===== src/rtl/pe_bus_pkg.sv =====
// Shared types and defaults for the PE bus arbiter.
// The arbiter FSM encoding is fixed here so every consumer agrees on it.
package pe_bus_pkg;

    localparam int N_PE_DEF     = 4;
    localparam int MAX_HOLD_DEF = 16;

    typedef enum logic [1:0] {
        IDLE  = 2'b00,
        GRANT = 2'b01,
        TURN  = 2'b10
    } arb_state_t;

    // Width of the hold counter; one bit minimum when no hold limit is configured.
    function automatic int hold_w(input int max_hold);
        return (max_hold > 0) ? $clog2(max_hold + 1) : 1;
    endfunction

endpackage


===== src/rtl/pe_bus_arbiter_rr_pick.sv =====
// Round-robin winner selection: first set request at or above ptr, wrapping to 0.
// Purely combinational double-width masked priority encoder.
module rr_pick #(
    parameter  int N_PE = 4,
    localparam int IDW  = $clog2(N_PE)
) (
    input  logic [N_PE-1:0] req,
    input  logic [IDW-1:0]  ptr,
    output logic            found,
    output logic [IDW-1:0]  idx
);

    logic [N_PE-1:0]   masked;
    logic [2*N_PE-1:0] dbl;

    // Low half holds only requests at or above ptr; high half is the wrapped copy.
    always_comb begin
        for (int i = 0; i < N_PE; i++) begin
            masked[i] = req[i] & (IDW'(i) >= ptr);
        end
        dbl = {req, masked};
    end

    // NOTE: every output is given a default before the loop so no latch is inferred.
    always_comb begin
        found = 1'b0;
        idx   = '0;
        for (int j = 2*N_PE-1; j >= 0; j--) begin
            if (dbl[j]) begin
                found = 1'b1;
                idx   = (j >= N_PE) ? IDW'(j - N_PE) : IDW'(j);
            end
        end
    end

endmodule


===== src/rtl/pe_bus_arbiter.sv =====
// Round-robin arbiter for the shared PE bus with hold timeout and a one-cycle
// turnaround between owners. All outputs come straight from flops.
module pe_bus_arbiter
    import pe_bus_pkg::*;
#(
    parameter  int N_PE     = N_PE_DEF,
    parameter  int MAX_HOLD = MAX_HOLD_DEF,
    localparam int IDW      = $clog2(N_PE)
) (
    input  logic            clk,
    input  logic            reset,
    input  logic [N_PE-1:0] bus_request,
    output logic [N_PE-1:0] grant,
    output logic            grant_valid,
    output logic [IDW-1:0]  grant_id,
    output logic            timeout_evt
);

    localparam int HCW = hold_w(MAX_HOLD);

    arb_state_t      state_q, state_d;
    logic [N_PE-1:0] grant_q, grant_d;
    logic            grant_valid_q, grant_valid_d;
    logic [IDW-1:0]  grant_id_q, grant_id_d;
    logic [IDW-1:0]  rr_ptr_q, rr_ptr_d;
    logic [HCW-1:0]  hold_cnt_q, hold_cnt_d;
    logic            timeout_evt_q, timeout_evt_d;

    logic            pick_found;
    logic [IDW-1:0]  pick_idx;
    logic            owner_req;
    logic            others_req;
    logic            hold_limit;

    rr_pick #(.N_PE(N_PE)) u_rr_pick (
        .req   (bus_request),
        .ptr   (rr_ptr_q),
        .found (pick_found),
        .idx   (pick_idx)
    );

    // grant_q is one-hot while in GRANT, so masking finds the owner without indexing.
    assign owner_req  = |(bus_request & grant_q);
    assign others_req = |(bus_request & ~grant_q);
    assign hold_limit = (MAX_HOLD != 0) && (hold_cnt_q == HCW'(MAX_HOLD - 1));

    always_comb begin
        state_d       = state_q;
        grant_d       = grant_q;
        grant_valid_d = grant_valid_q;
        grant_id_d    = grant_id_q;
        rr_ptr_d      = rr_ptr_q;
        hold_cnt_d    = hold_cnt_q;
        timeout_evt_d = 1'b0;

        case (state_q)
            IDLE, TURN: begin
                grant_d       = '0;
                grant_valid_d = 1'b0;
                grant_id_d    = '0;
                state_d       = IDLE;
                if (pick_found) begin
                    state_d       = GRANT;
                    for (int i = 0; i < N_PE; i++) begin
                        grant_d[i] = (pick_idx == IDW'(i));
                    end
                    grant_valid_d = 1'b1;
                    grant_id_d    = pick_idx;
                    rr_ptr_d      = (pick_idx == IDW'(N_PE - 1)) ? '0 : pick_idx + 1'b1;
                    hold_cnt_d    = '0;
                end
            end

            GRANT: begin
                if (!owner_req || (hold_limit && others_req)) begin
                    state_d       = TURN;
                    grant_d       = '0;
                    grant_valid_d = 1'b0;
                    grant_id_d    = '0;
                    timeout_evt_d = owner_req;
                end else if (hold_limit) begin
                    hold_cnt_d = '0;
                end else if (hold_cnt_q != '1) begin
                    hold_cnt_d = hold_cnt_q + 1'b1;
                end
            end

            default: begin
                state_d       = IDLE;
                grant_d       = '0;
                grant_valid_d = 1'b0;
                grant_id_d    = '0;
            end
        endcase
    end

    // NOTE: state registers use non-blocking assignment so every flop samples pre-edge values.
    always_ff @(posedge clk or negedge reset) begin
        if (!reset) begin
            state_q       <= IDLE;
            grant_q       <= '0;
            grant_valid_q <= 1'b0;
            grant_id_q    <= '0;
            rr_ptr_q      <= '0;
            hold_cnt_q    <= '0;
            timeout_evt_q <= 1'b0;
        end else begin
            state_q       <= state_d;
            grant_q       <= grant_d;
            grant_valid_q <= grant_valid_d;
            grant_id_q    <= grant_id_d;
            rr_ptr_q      <= rr_ptr_d;
            hold_cnt_q    <= hold_cnt_d;
            timeout_evt_q <= timeout_evt_d;
        end
    end

    assign grant       = grant_q;
    assign grant_valid = grant_valid_q;
    assign grant_id    = grant_id_q;
    assign timeout_evt = timeout_evt_q;

endmodule


===== config.mk =====
export PLATFORM = sky130hd
export DESIGN_NAME = pe_bus_arbiter
export DESIGN_NICKNAME = d
export VERILOG_FILES = /design/src/rtl/pe_bus_pkg.sv /design/src/rtl/pe_bus_arbiter_rr_pick.sv /design/src/rtl/pe_bus_arbiter.sv
export SDC_FILE = /design/constraint.sdc
export NUM_CORES = 1
export LEC_CHECK = 0
export BUFFER_PORTS_ARGS = -buffer_cell sky130_fd_sc_hd__buf_2
export CORE_MARGIN = 1
export CORE_UTILIZATION = 43
export DETAILED_ROUTE_END_ITERATION = 12
export SKIP_LAST_GASP = 1
export SLEW_MARGIN = 5
export SYNTH_ARGS = -nofsm -noshare
export SYNTH_HDL_FRONTEND = slang
export SYNTH_HIERARCHICAL = 1
export SYNTH_SLANG_ARGS = --single-unit
export TNS_END_PERCENT = 20

===== constraint.sdc =====
create_clock -name clk -period 4 [get_ports clk]
set_input_delay 0.4 -clock clk [delete_from_list [all_inputs] [get_ports clk]]
set_output_delay 0.4 -clock clk [all_outputs]
set_load 0.005 [all_outputs]

==> run summary <==
Clk pwr share: 13.7%
Crit. path cell count: 6
Worst path required time: 4.19 ns
Outcome: complete, no violations
Post-CTS Setup Repair Bufs: 0
GRT overflow: 0
CP Class: reg -> reg
CP max stage delay: 0.58 ns
Hold WC Path Type: in -> async
CTS tree: built
CP max stage cell: a311oi_1
Reg power frac: 43.7%
Clk_skew: 0.00406 ns
Area Overhead vs Synth: 13.1%
Share of post-route cells with drive strength above 1: 26.2%
Arrival time worst endpoint: 2.31 ns
Net load switching power: 0.263 mW
Rows: 16
Area leader, netlist: dfrtp_1
Final setup TNS: 0 ns
Global-route wire length before repair: 3.06 mm
Dominant cells by area after synthesis: dfrtp_1 (45%), ha_1 (6.6%), a22o_1 (5.6%)
CTS H-tree depth: 1
Main flop type after synthesis: dfrtp_1
Largest net degree at the start of global routing: 18
Most frequent cells after synthesis: dfrtp_1 (17), inv_1 (8), a21oi_1 (6), a22o_1 (6), ha_1 (5)
Die Span Y: 48.8 µm
Internal power: 0.412 mW
CP startpoint kind: flop
Final hold vios: 0
Avg Cell Area, Syn: 10.8 µm²
Clock root buffer: clkbuf_4
Post-DP Area: 0.00104 mm²
Syn_nets: 98
Ys Warns: 6
CTS buffer count: 3
Cell class contributing the biggest share of worst-path delay: compound AO/OA/AOI/OAI gates
Design area: 0.00107 mm²
Hold Buf Count CTS: 0
Post-synth ARST share: 100%
RSZ-0062 raised after global routing: false
1st-iter DRT viols: 9
TritonRoute pass-1 iters: 4
Drt wl/cell: 12.5 µm
Fin crit share: 53.2%
Placer congestion estimate: 0.797
Min Tclk post-route: 2.13 ns
Sequential-to-total area share from yosys stat: 45.1%
CTS-repair resized insts: 0
Die Span X: 48.8 µm
Logic pwr share: 42.6%
Leak: 0.533 nW
Slew HR: 32.7%
Skew-Pair Late Insertion Delay: 0.29 ns
Post-DP HPWL: 1.25 mm
Setup violators final: 0
Synth Cell Area: 943 µm²
Vias per std cell: 5.38
Starting density of the core: 46.7%
Switching share of power: 39.0%
Clock sink count: 17
Worst path cell trace: mux2i_1, nor2_1, a311oi_1, inv_1, ha_1, mux2_2
Total global-route track usage: 16.6%
Area share of the largest cell type after synthesis: 45.1%
Crit end category: flop
Die area: 0.00239 mm²
Initial antenna violation count: 0
Vias in the first global route: 664
Core ar.: 0.00202 mm²
Nets: 115
Maximum VDD drop: 0.391 mV
Final ANT Viol Nets: 0
Worst-margin pin slew: 1.01 ns
Worst Path Max Fanout: 6
Residual DRC: 0
FMAX: 470 MHz
Antenna fix cells: 0
CTS max path bufs: 2
Most frequent cell after synthesis: dfrtp_1
Routed vias: 699
Final WL: 1.63 mm
Io pins: 14
Syn Inst Count: 87
R2R cell count: 6
Max Cap Violations: 0
Fin. max-slew vios: 0
Buffer and inverter count on the worst path: 1
Yosys reg bits: 17
I/O Buffers: 13
Post-synth EDFFs: 0
Unique masters post-synth: 32
Pwr dens: 633 mW/mm²
Clock transition at path regs: 0.10 ns
## worst register-to-register path, cell delays in order, from the launching register on
cell	delay (ns)
dfrtp_1	0.45
mux2i_1	0.20
nor2_1	0.05
a311oi_1	0.58
inv_1	0.15
ha_1	0.33
mux2_2	0.26
## power groups by stage
stage,clock network (mW),logic (mW),registers [mW]
after detailed placement,0,0.293,0.300
after global routing,0.107,0.333,0.308
after CTS,0.0997,0.294,0.296
after global placement,0,0.287,0.299
final,0.0926,0.288,0.295
after floorplan,0,0.216,0.290
## layout make-up
| type | instances | area, µm² |
|---|---|---|
| multi-input cells | 61 | 483 |
| fillers | 188 | 955 |
| repair buffers | 13 | 65.1 |
| flip-flops and latches | 17 | 425 |
| clock buffers | 3 | 22.5 |
| inverters | 8 | 30.0 |
| clock inverters | 1 | 7.51 |
| well taps | 27 | 33.8 |
## worst paths after layout
kind | startpoint | endpoint | slack (ns)
setup / recovery | rr_ptr_q[1] | rr_ptr_q[1] | 1.87
hold / removal | reset | rr_ptr_q[0] | 0.01
setup reg to reg | rr_ptr_q[1] | rr_ptr_q[1] | 1.87
hold reg to reg | grant_valid | grant_valid | 0.49
max in group asynchronous | reset | grant[0] | 3.72
min in group clk | grant_valid | grant_valid | 0.49
## logic make-up (layout without fill, tap and decap cells)
kind of cell | Yosys count | after routing | synth area share [%]
mux | 5 | 5 | 5.57
flops | 17 | 17 | 45.1
fa+ha+maj | 5 | 5 | 6.63
buf+inv | 9 | 25 | 3.71
simple gates | 25 | 25 | 15.6
compound gates | 26 | 26 | 23.3
## cell usage in the layout (no fill, tap or decap), types with 2 or more instances in the layout
cell and n:
o21ai_0 2, nor2b_1 3, ha_1 5, buf_2 13, mux2i_1 3, nand2_1 4, a21o_1 2, nor2_1 4
nand3_1 2, nand4_1 2, a21oi_1 6, dfrtp_1 17, a22o_1 6, nand2b_1 3, mux2_2 2, inv_1 8
a22oi_1 2, clkbuf_4 3
## stage by stage
stage	setup slack (ns)	utilization, %	hold WS [ns]	cells	power, mW
2_1_floorplan	2.12	-	0.104	87	0.505
3_3_place_gp	1.91	51.3	0.344	126	0.586
3_5_place_dp	1.85	51.3	0.343	126	0.592
4_1_cts	1.87	52.8	0.00677	130	0.690
5_1_grt	1.61	52.8	0.0151	130	0.747
6_report	1.87	52.8	0.00956	130	0.676
## state kept, by name (all words and copies together), names as in the netlist
name,flops
hold_cnt_q,5
grant,4
grant_id,2
rr_ptr_q,2
state_q,2
grant_valid,1
timeout_evt,1
## per-layer routing
metal / global-route usage [%] / wire length [µm]
met5: 0 / 0
met1: 24.0 / 882
met2: 24.1 / 659
met4: 2.94 / 12
met3: 5.92 / 71
No activity file was read; power rests on OpenSTA's default activity.
